<file path="config.mk">
export PLATFORM = sky130hd
export DESIGN_NAME = mini_alu_ram_arbiter
export DESIGN_NICKNAME = d
export VERILOG_FILES = /design/src/rtl/mini_alu_ram_arbiter.sv
export SDC_FILE = /design/constraint.sdc
export NUM_CORES = 1
export LEC_CHECK = 0
export ABC_AREA = 1
export ABC_CLOCK_PERIOD_IN_PS = 2100
export BUFFER_PORTS_ARGS = -buffer_cell sky130_fd_sc_hd__buf_2
export CAP_MARGIN = 20
export CORE_MARGIN = 3
export CORE_UTILIZATION = 48
export CTS_CLUSTER_SIZE = 24
export DETAILED_ROUTE_END_ITERATION = 16
export PLACE_DENSITY = 0.87
export SYNTH_ARGS = -nofsm -noshare
export SYNTH_HDL_FRONTEND = slang
export SYNTH_SLANG_ARGS = --single-unit
</file>
<file path="constraint.sdc">
create_clock -name Clock -period 2.1 [get_ports Clock]
set_clock_uncertainty 0.1 [all_clocks]
set_input_delay 0.105 -clock Clock [delete_from_list [all_inputs] [get_ports Clock]]
set_output_delay 0.105 -clock Clock [all_outputs]
set_load 0.02 [all_outputs]
</file>
<file path="src/rtl/mini_alu_ram_arbiter.sv">
// rtl/mini_alu_ram_arbiter.sv - MiniAlu data RAM write-port arbiter (ALU priority, loader starvation guard; optional bursts via MINI_ALU_ARB_BURST_EN)
//
// The ALU writeback path owns the RAM write port by default. An external
// loader (valid/ready) gets the port whenever the ALU is idle. If the loader
// keeps being denied, the port is handed to it for one cycle (or for a
// whole burst when MINI_ALU_ARB_BURST_EN is defined) and the ALU is stalled.
// All RAM write outputs are registered, so a write granted in cycle N shows
// up on the outputs in cycle N+1 for either requester.

module mini_alu_ram_arbiter #(
    parameter int DATA_WIDTH   = 16,
    parameter int ADDR_WIDTH   = 8,
    parameter int STARVE_LIMIT = 4
) (
    input  logic                  Clock,
    input  logic                  Reset,
    input  logic                  iAluWriteEnable,
    input  logic [ADDR_WIDTH-1:0] iAluAddress,
    input  logic [DATA_WIDTH-1:0] iAluData,
    output logic                  oAluStall,
    input  logic                  iLdValid,
    input  logic [ADDR_WIDTH-1:0] iLdAddress,
    input  logic [DATA_WIDTH-1:0] iLdData,
    input  logic                  iLdLast,
    output logic                  oLdReady,
    output logic                  oWriteEnable,
    output logic [ADDR_WIDTH-1:0] oWriteAddress,
    output logic [DATA_WIDTH-1:0] oDataIn
);

    localparam int CNT_W = $clog2(STARVE_LIMIT + 1);
    localparam logic [CNT_W-1:0] LIMIT    = CNT_W'(STARVE_LIMIT);
    localparam logic [CNT_W-1:0] LIMIT_M1 = CNT_W'(STARVE_LIMIT - 1);

    typedef enum logic {
        S_ALU   = 1'b0,
        S_FORCE = 1'b1
    } state_t;

    state_t           state;
    state_t           state_next;
    logic [CNT_W-1:0] starve_cnt;
    logic             ld_xfer;
    logic             alu_grant;
    logic             ld_denied;
    logic             ends_ownership;

`ifndef MINI_ALU_ARB_BURST_EN
    // Single-word ownership: the last-word flag carries no meaning here.
    logic unused_ld_last;
    assign unused_ld_last = iLdLast;
`endif

    // Handshake outputs, grant decode and next-state selection.
    always_comb begin
        state_next     = state;
        oLdReady       = 1'b0;
        oAluStall      = 1'b0;
        ld_xfer        = 1'b0;
        alu_grant      = 1'b0;
        ld_denied      = 1'b0;
        ends_ownership = 1'b0;

        case (state)
            S_ALU: begin
                oLdReady = iLdValid & ~iAluWriteEnable;
            end
            S_FORCE: begin
                oLdReady  = iLdValid;
                oAluStall = iAluWriteEnable;
            end
            default: begin
                oLdReady = 1'b0;
            end
        endcase

        // Nobody may believe a transfer or a stall happened while in reset.
        if (Reset) begin
            oLdReady  = 1'b0;
            oAluStall = 1'b0;
        end

        ld_xfer   = iLdValid & oLdReady;
        alu_grant = iAluWriteEnable & ~oAluStall;
        ld_denied = (state == S_ALU) & iLdValid & iAluWriteEnable;

`ifdef MINI_ALU_ARB_BURST_EN
        ends_ownership = ld_xfer & iLdLast;
`else
        ends_ownership = ld_xfer;
`endif

        case (state)
            S_ALU: begin
                // The denial that brings the counter to its limit hands the
                // port over, so the loader is served on the very next cycle:
                // STARVE_LIMIT denials, then the grant.
                if (ld_denied && (starve_cnt >= LIMIT_M1)) begin
                    state_next = S_FORCE;
                end
            end
            S_FORCE: begin
                if (!iLdValid || ends_ownership) begin
                    state_next = S_ALU;
                end
            end
            default: begin
                state_next = S_ALU;
            end
        endcase
    end

    // State register.
    always_ff @(posedge Clock) begin
        if (Reset) begin
            state <= S_ALU;
        end else begin
            state <= state_next;
        end
    end

    // Starvation counter: consecutive loader cycles lost to the ALU, saturating.
    always_ff @(posedge Clock) begin
        if (Reset) begin
            starve_cnt <= '0;
        end else if (ld_xfer || !iLdValid) begin
            starve_cnt <= '0;
        end else if (ld_denied && (starve_cnt != LIMIT)) begin
            starve_cnt <= starve_cnt + 1'b1;
        end
    end

    // Registered RAM write port; address/data hold when nothing is granted.
    always_ff @(posedge Clock) begin
        if (Reset) begin
            oWriteEnable  <= 1'b0;
            oWriteAddress <= '0;
            oDataIn       <= '0;
        end else if (alu_grant) begin
            oWriteEnable  <= 1'b1;
            oWriteAddress <= iAluAddress;
            oDataIn       <= iAluData;
        end else if (ld_xfer) begin
            oWriteEnable  <= 1'b1;
            oWriteAddress <= iLdAddress;
            oDataIn       <= iLdData;
        end else begin
            oWriteEnable  <= 1'b0;
        end
    end

endmodule

</file>
# == After elaboration in Yosys (flattened, before gate mapping) ==
# Cells that the tools add are included.
# word_totals
reg_bits,29
inputBits,53
out_inout_bits,27
wordCells,35
# op_classes
eq_ne,1
bitwise,8
n_addsub,1
mux,13
n_lt_le_gt_ge,1
n_reduce_logical,6
# ops
cell,count
$mux W16,2
$mux W8,2
$mux W1,7
$and A1 B1 Y1,5
$pmux W1 S2,2
$add A3 B1 Y3 const B,1
$ge A3 B2 Y1 const B,1
$ne A3 B3 Y1 const B,1
$not A1 Y1,3
$logic_and A1 B1 Y1,2
$reduce_bool A2 Y1,1
$reduce_or A2 Y1,1
$logic_not A1 Y1,1
$logic_or A1 B1 Y1,1

# == Depth between registers and ports, before layout ==
# Gate-level depths: netlist (run 1).
# logic_depth
word_depth,8
depth_mapped,8
mapped_depth_nobuf,7

# == Worst setup path before layout (run 1) ==
# OpenSTA, ideal clock, no wires.
# synth_path
path_type,reg-to-reg
start,reg state
end,reg oDataIn[0]
path_buffers,1
synth_period_minus_slack_ps,1289
setup_ps,116
setup_slack_ps,811
t_arrival_ps,1073
required_ps,1884
path_stages_with_launch,8
cell_sequence,dfxtp_1 > inv_1 > nand2_1 > nand2_2 > nand2_4 > buf_2 > o21ai_0 > nor2_1
# synth_via
elab_chain_len,5
word_cells_on_any_way,10
cone_classes,mux: 5; bitwise: 4; reduce/logical: 1
# synth_lines
item,line_no,rtl
start: declaration,40,state_t state;
start signal: assignment,118,state <= state_next;
$not A1 Y1 / $mux W1 (equally long branches),64,case (state)
$pmux W1 S2 / $mux W1 (equally long branches),"64, 78",
$mux W1 / $not A1 Y1 (equally long branches),"78, 84",
$and A1 B1 Y1 (on tied branches),"83, 84",
$reduce_bool A2 Y1 (no source line) / $mux W16 (equally long branches),n/a,
end signal: assignment,142,oDataIn <= iAluData;
end signal: assignment,146,oDataIn <= iLdData;
end: declaration,28,output logic [DATA_WIDTH-1:0] oDataIn
# Several ways; a longest one is shown, not always the timed one.
# A chain may end at the register's enable or synchronous reset.

# == Final worst setup path (run 1) ==
# layout_path
start,in Reset
end,reg oDataIn[2]
# layout_via
elab_chain_len,4
word_cells_on_any_way,7
cone_classes,mux: 3; bitwise: 3; reduce/logical: 1
# layout_lines
item,line_no,rtl
start: declaration,16,"input logic Reset,"
$mux W1,78,if (Reset) begin
$not A1 Y1,84,alu_grant = iAluWriteEnable & ~oAluStall;
$and A1 B1 Y1,84,
$mux W16 / $reduce_bool A2 Y1 (equally long branches),n/a,
# Several ways; a longest one is shown, not always the timed one.

==> flow_summary.toml, run 1 <==
[clock_tree]
cts_tree = "done"
clk_latency_ns = 0.32
clock-sinks = 29
cts_setup_buffers = 0
clkTransAtPathRegs_ns = 0.08
cts_root_buf = "clkbuf_4"
cts_max_path_buffers = 2
cts_made_buffers = 5
cts_max_level = 2

[sta]
fin_crit_sh = 0.945
timing_hold_violations_final = 0
fmax_mhz = 504
drv_slew = 0
worstMarginPinSlew_ns = 0.430
tns_ns = 0
rsz0062_at_grt = "no"
fin_ws_ns = 0.116
timing.hold.ws_ns = 0.00962
finalCriticalPeriod_ns = 1.98
setup_violations = 0
slew_headroom = 0.714

[critical_path]
reg2reg_depth = 6
crit_buf_inv = 4
worstPathArrival_ns = 2.15
path_cells = "dlygate4sd3_1 -> buf_2 -> o21ai_4 -> buf_6 -> nand3_1 -> a21oi_1 -> dlygate4sd3_1"
cp_common_cell = "dlygate4sd3_1"
crit_path_end_kind = "flop"
regToRegStartpoint = "state"
critical_path_class = "in2reg"
crit_fanout = 21
startpoint = "Reset"
r2r-end = "oDataIn[2]"
cp_top_family = "buffers and inverters"
cp_slowest_cell = "dlygate4sd3_1"
max_stage_delay_ns = 0.54
cp-start-kind = "input pin"
cp.required_ns = 2.27
r2r_slack_ns = 0.19

[floorplanning]
start_util = 0.527
coreArea_um2 = 2880
ios = 80
die-area_um2 = 3870
placement_rows = 19
die_h_um = 62.2
dieWidth_um = 62.2

[power_and_ir_drop]
p_leak_nw = 1.21
swShare = 0.299
p_int_mw = 0.873
p_per_area_nw_per_um2 = 600
ir_drop_mv = 0.479
pwr-share-seq = 0.490
power_frac_comb = 0.243
clkPwrFrac = 0.268
p_switching_mw = 0.372

[status]
outcome = "finished, final reports clean"

[finish]
multiInputGateArea_um2 = 728
ff_latch_area_um2 = 581
layout-drive-gt1-share = 0.277
layout.cells.non_filler = 370
synthToLayoutAreaGrowth_pct = 37.0
antenna_cells = 0
n_fill_cell = 262
final_nets = 384

[logic_synthesis]
syn-num-nets = 296
synth_top_cell_area_share = 0.383
synth_xor_area_frac = 0
synth.yosys.seq_area_share = 0.383
synthCells = 240
synth-compound-area-share = 0.115
synthArstFlopShare = 0
synth-seq-cells = 29
yosys_most_used_dff = "dfxtp_1"
yosysWarnings = 0
avgSynthCellArea_um2 = 6.32
synth_area_leaders = "dfxtp_1 (38%), nor2_1 (17%), nand2_1 (13%)"
synth_area_leader_cell = "dfxtp_1"
synthAdderAreaFrac = 0.0248
synthSimpleGateAreaFrac = 0.341
synth.distinct_cells = 19
synth_edf_count = 0
synth_top_family_by_area = "simple AND/OR/NAND/NOR gates"
synth.most_common_cell = "nor2_1"
yosys-top-cells-count = "nor2_1 (69), nand2_1 (53), inv_1 (33)"
syn_area_um2 = 1520
synth.mux.area_fraction = 0

[place]
pre_cts_ws_ns = 0.522
dp.cells = 351
dp_hpwl_um = 2540
gp_congestion = 0.725
port_buffers = 78

[global_routing]
grt_pass1_wl_um = 6240
grt_max_degree = 45
grt.total_usage = 0.198
antenna_found_initial = 0
overflow = 0
grt_pass1_vias = 1449

[worst_hold_path]
min_path_type = "in2reg"
holdPathEnd = "oDataIn[6]"
hp-start = "iLdData[6]"
holdPathStages = 5

[drt]
vias = 1639
drt_iter0_markers = 72
wl_per_cell_um = 10.1
remaining_drc_errors = 0
vias_per_cell = 4.43
ant_nets = 0
wl_um = 3740
dr.pass1.iters = 4

[run]
cap_violations = 0
[power groups by stage]
stage	Sequential [mW]	Clock [mW]	Combinational, mW
floorplan	0.668	0	0.139
finish	0.610	0.333	0.302
detailed placement	0.622	0	0.284
CTS	0.609	0.348	0.302
global route	0.615	0.375	0.339
global placement	0.620	0	0.280
[final cells by class]
class / count / share of cell area
Clock buffer: 7 / 0.0265
Inverter: 33 / 0.0596
Multi-Input combinational cell: 166 / 0.351
Sequential cell: 29 / 0.280
Tap cell: 42 / 0.0253
Timing Repair Buffer: 93 / 0.258
[routing by layer]
layer,GRT usage,vias up,routed length [µm]
met5,0,-,0
met4,0.0829,0,51
met3,0.0685,5,326
met2,0.347,59,1810
met1,0.218,677,1550
li1,-,898,-
[cell usage in the layout (no fill, tap or decap), drive strengths merged]
| cell type | Yosys | layout |
|---|---|---|
| a211oi | 1 | 1 |
| a21oi | 7 | 7 |
| buf | 10 | 81 |
| clkbuf | 2 | 7 |
| dfxtp | 29 | 29 |
| dlygate4sd3 | 0 | 12 |
| ha | 3 | 3 |
| inv | 33 | 33 |
| nand2 | 55 | 55 |
| nand3 | 5 | 5 |
| nor2 | 70 | 70 |
| nor3 | 1 | 1 |
| o21ai | 24 | 24 |
[flip-flops by register name, indices dropped and copies added, names as in the netlist]
name and cells:
oWriteEnable 1, state 1, oWriteAddress 8, starve_cnt 3, oDataIn 16
[worst max-delay path by stage]
stage / end / slack (ns) / cells past startpoint
floorplan: oDataIn[0] / 0.81 / 7
global placement: oWriteAddress[6] / 0.54 / 5
detailed placement: oWriteAddress[6] / 0.52 / 5
CTS: oDataIn[2] / 0.06 / 7
global route: oDataIn[2] / 0.01 / 7
finish: oDataIn[2] / 0.12 / 7
[tightest hold or removal path: cells and delay by family]
kind          cells  cell delay (ns)
simple gates      4             0.20
buf+inv           1             0.08
[cells by family (layout without fill, tap and decap cells)]
kind of cell	after synthesis	in the layout
and+or+nand+nor	131	131
DFF	29	29
AOI/OAI and AO/OA	32	32
buffers and inverters	45	133
adders and majority gates	3	3
[repair_timing]
action,in CTS,in global routing
resized for setup,0,1
endpoints found under the hold margin,13,0
hold buffers,12,0
endpoints found under the setup margin,0,1
[through the flow]
| stage | utilization | instance area (µm²) | total power, mW |
|---|---|---|---|
| finish | 0.722 | 2080 | 1.25 |
| global route | 0.722 | 2080 | 1.33 |
| CTS | 0.721 | 2070 | 1.26 |
| detailed placement | 0.660 | 1900 | 0.906 |
| global placement | 0.660 | 1900 | 0.900 |
| floorplan | - | 1520 | 0.807 |
No activity file was read; power rests on OpenSTA's default activity.
==> inputs of run 2 (changes only) <==
--- a/config.mk
+++ b/config.mk
@@ -9,11 +9,13 @@
 export ABC_CLOCK_PERIOD_IN_PS = 2100
 export BUFFER_PORTS_ARGS = -buffer_cell sky130_fd_sc_hd__buf_2
 export CAP_MARGIN = 20
+export CELL_PAD_IN_SITES_DETAIL_PLACEMENT = 0
+export CELL_PAD_IN_SITES_GLOBAL_PLACEMENT = 1
 export CORE_MARGIN = 3
-export CORE_UTILIZATION = 48
+export CORE_UTILIZATION = 31
 export CTS_CLUSTER_SIZE = 24
 export DETAILED_ROUTE_END_ITERATION = 16
-export PLACE_DENSITY = 0.87
+export PLACE_DENSITY = 0.86
 export SYNTH_ARGS = -nofsm -noshare
 export SYNTH_HDL_FRONTEND = slang
 export SYNTH_SLANG_ARGS = --single-unit
==> run 2 against run 1 <==
Global-route usage down 6.3 points. Power up 8.1%. Utilization down 28 points. Sequential share of layout area up 0.99 points. Critical path depth unchanged. Register-to-register slack better by 0.36 ns. Die area up 49%. Wire length down 0.51%. Via count down 4.3%. Cell area down 3.4%. Sequential power about the same. Critical path type is now reg2reg. Worst setup slack better by 0.43 ns.
==> flow_summary.toml, run 2 (synthesis gave the netlist of run 1 again) <==
[sta]
drv_slew = 0
timing_hold_violations_final = 0
setup_violations = 0
tns_ns = 0
worstMarginPinSlew_ns = 0.475
fmax_mhz = 645
slew_headroom = 0.684
fin_crit_sh = 0.739
finalCriticalPeriod_ns = 1.55
rsz0062_at_grt = "no"

[place]
dp_hpwl_um = 2560
dp.cells = 373
gp_congestion = 0.711
port_buffers = 78

[run]
cap_violations = 0

[clock_tree]
clock-sinks = 29
cts_max_path_buffers = 2
cts_root_buf = "clkbuf_8"
cts_tree = "done"
clkTransAtPathRegs_ns = 0.06
cts_made_buffers = 5
clk_latency_ns = 0.28
ctsHoldBuffers = 0
cts_setup_buffers = 0
cts_resized = 0
cts_max_level = 2

[finish]
final_cell_mix = "buf_2 (78), nor2_1 (69), nand2_1 (53)"
n_fill_cell = 515
largest_reg_flops = 16
layout-drive-gt1-share = 0.286
final_nets = 371
synthToLayoutAreaGrowth_pct = 32.3
fin_util = 0.442
antenna_cells = 0
largest_registers = "oDataIn x16, oWriteAddress x8, starve_cnt x3"
regMostFlops = "oDataIn"
layout_commonest_cell = "buf_2"
layout.cells.non_filler = 380

[critical_path]
worstPathArrival_ns = 1.66
r2r_slack_ns = 0.55
crit_end = "oDataIn[10]"
cp.required_ns = 2.21
regToRegStartpoint = "state"
path_cells = "inv_1 -> o21ai_4 -> buf_4 -> nand2_1 -> nand2_1 -> nor2_1 -> nor2_1"
startpoint = "state"
max_stage_delay_ns = 0.44
crit_path_end_kind = "flop"
critical_path_class = "reg2reg"
crit_fanout = 49
cp_slowest_cell = "buf_4"
reg2reg_depth = 7
cp-start-kind = "flop"
r2r-end = "oDataIn[10]"

[worst_hold_path]
min_path_type = "in2reg"

[global_routing]
grt_max_degree = 50
antenna_found_initial = 0
grt_pass1_vias = 1447
grt.total_usage = 0.135
overflow = 0
grt_pass1_wl_um = 6350

[floorplanning]
dieWidth_um = 75.9
coreArea_um2 = 4530
placement_rows = 24
die-area_um2 = 5770
ios = 80
start_util = 0.334
die_h_um = 75.9

[power_and_ir_drop]
p_leak_nw = 1.17
pwr-share-seq = 0.452
p_per_area_nw_per_um2 = 671
ir_drop_mv = 0.223
p_int_mw = 0.959
clkPwrFrac = 0.339
power_frac_comb = 0.209
swShare = 0.287
p_switching_mw = 0.387

[drt]
vias_per_cell = 4.13
ant_nets = 0
vias = 1569
wl_per_cell_um = 9.78
remaining_drc_errors = 0
wl_um = 3720
dr.pass1.iters = 2
drt_iter0_markers = 46

[status]
outcome = "finished, final reports clean"
## run 2: cell type report
cell class,count,area [µm²],area share
Multi-Input combinational cell,166,728,0.363
Sequential cell,29,581,0.289
Timing Repair Buffer,80,405,0.202
Inverter,33,124,0.0618
Clock buffer,7,86.3,0.0430
Tap cell,65,81.3,0.0405
## run 2: power by group through the flow
stage | clock network (mW) | logic (mW) | registers (mW)
final | 0.456 | 0.281 | 0.609
after global routing | 0.505 | 0.320 | 0.614
after CTS | 0.478 | 0.286 | 0.609
after detailed placement | 0 | 0.285 | 0.620
after global placement | 0 | 0.284 | 0.620
after floorplan | 0 | 0.139 | 0.668
## run 2: layer usage
| layer | vias to the layer above | wire (µm) | global-route usage |
|---|---|---|---|
| met2 | 53 | 1540 | 0.212 |
| met1 | 639 | 1820 | 0.160 |
| met5 | - | 0 | 0 |
| li1 | 869 | - | - |
| met4 | 0 | 81 | 0.0707 |
| met3 | 8 | 281 | 0.0509 |
## run 2: worst min-delay path by stage
stage | cells past startpoint | slack [ns] | startpoint | to
floorplan | 2 | 0.21 | Reset | oDataIn[2]
global placement | 2 | 0.32 | Reset | oDataIn[2]
detailed placement | 2 | 0.33 | Reset | oDataIn[2]
CTS | 2 | 0.03 | Reset | oDataIn[2]
global route | 2 | 0.04 | Reset | oDataIn[2]
finish | 2 | 0.03 | Reset | oDataIn[3]
## run 2: worst max-delay path, delay by kind of cell (launching register included)
family | cells | cell delay (ns)
buffers and inverters | 2 | 0.54
flip-flops | 1 | 0.34
AND/OR/NAND/NOR | 4 | 0.33
AO/OA/AOI/OAI | 1 | 0.16
## run 2: per-stage QoR
stage               cell area (µm²)  power, mW  worst slack, ns  hold WS, ns
floorplan                      1520      0.807            0.811        0.205
global route                   2010       1.44            0.374       0.0385
detailed placement             1920      0.905            0.569        0.331
CTS                            2010       1.37            0.536       0.0267
finish                         2010       1.35            0.549       0.0281
global placement               1920      0.904            0.578        0.321
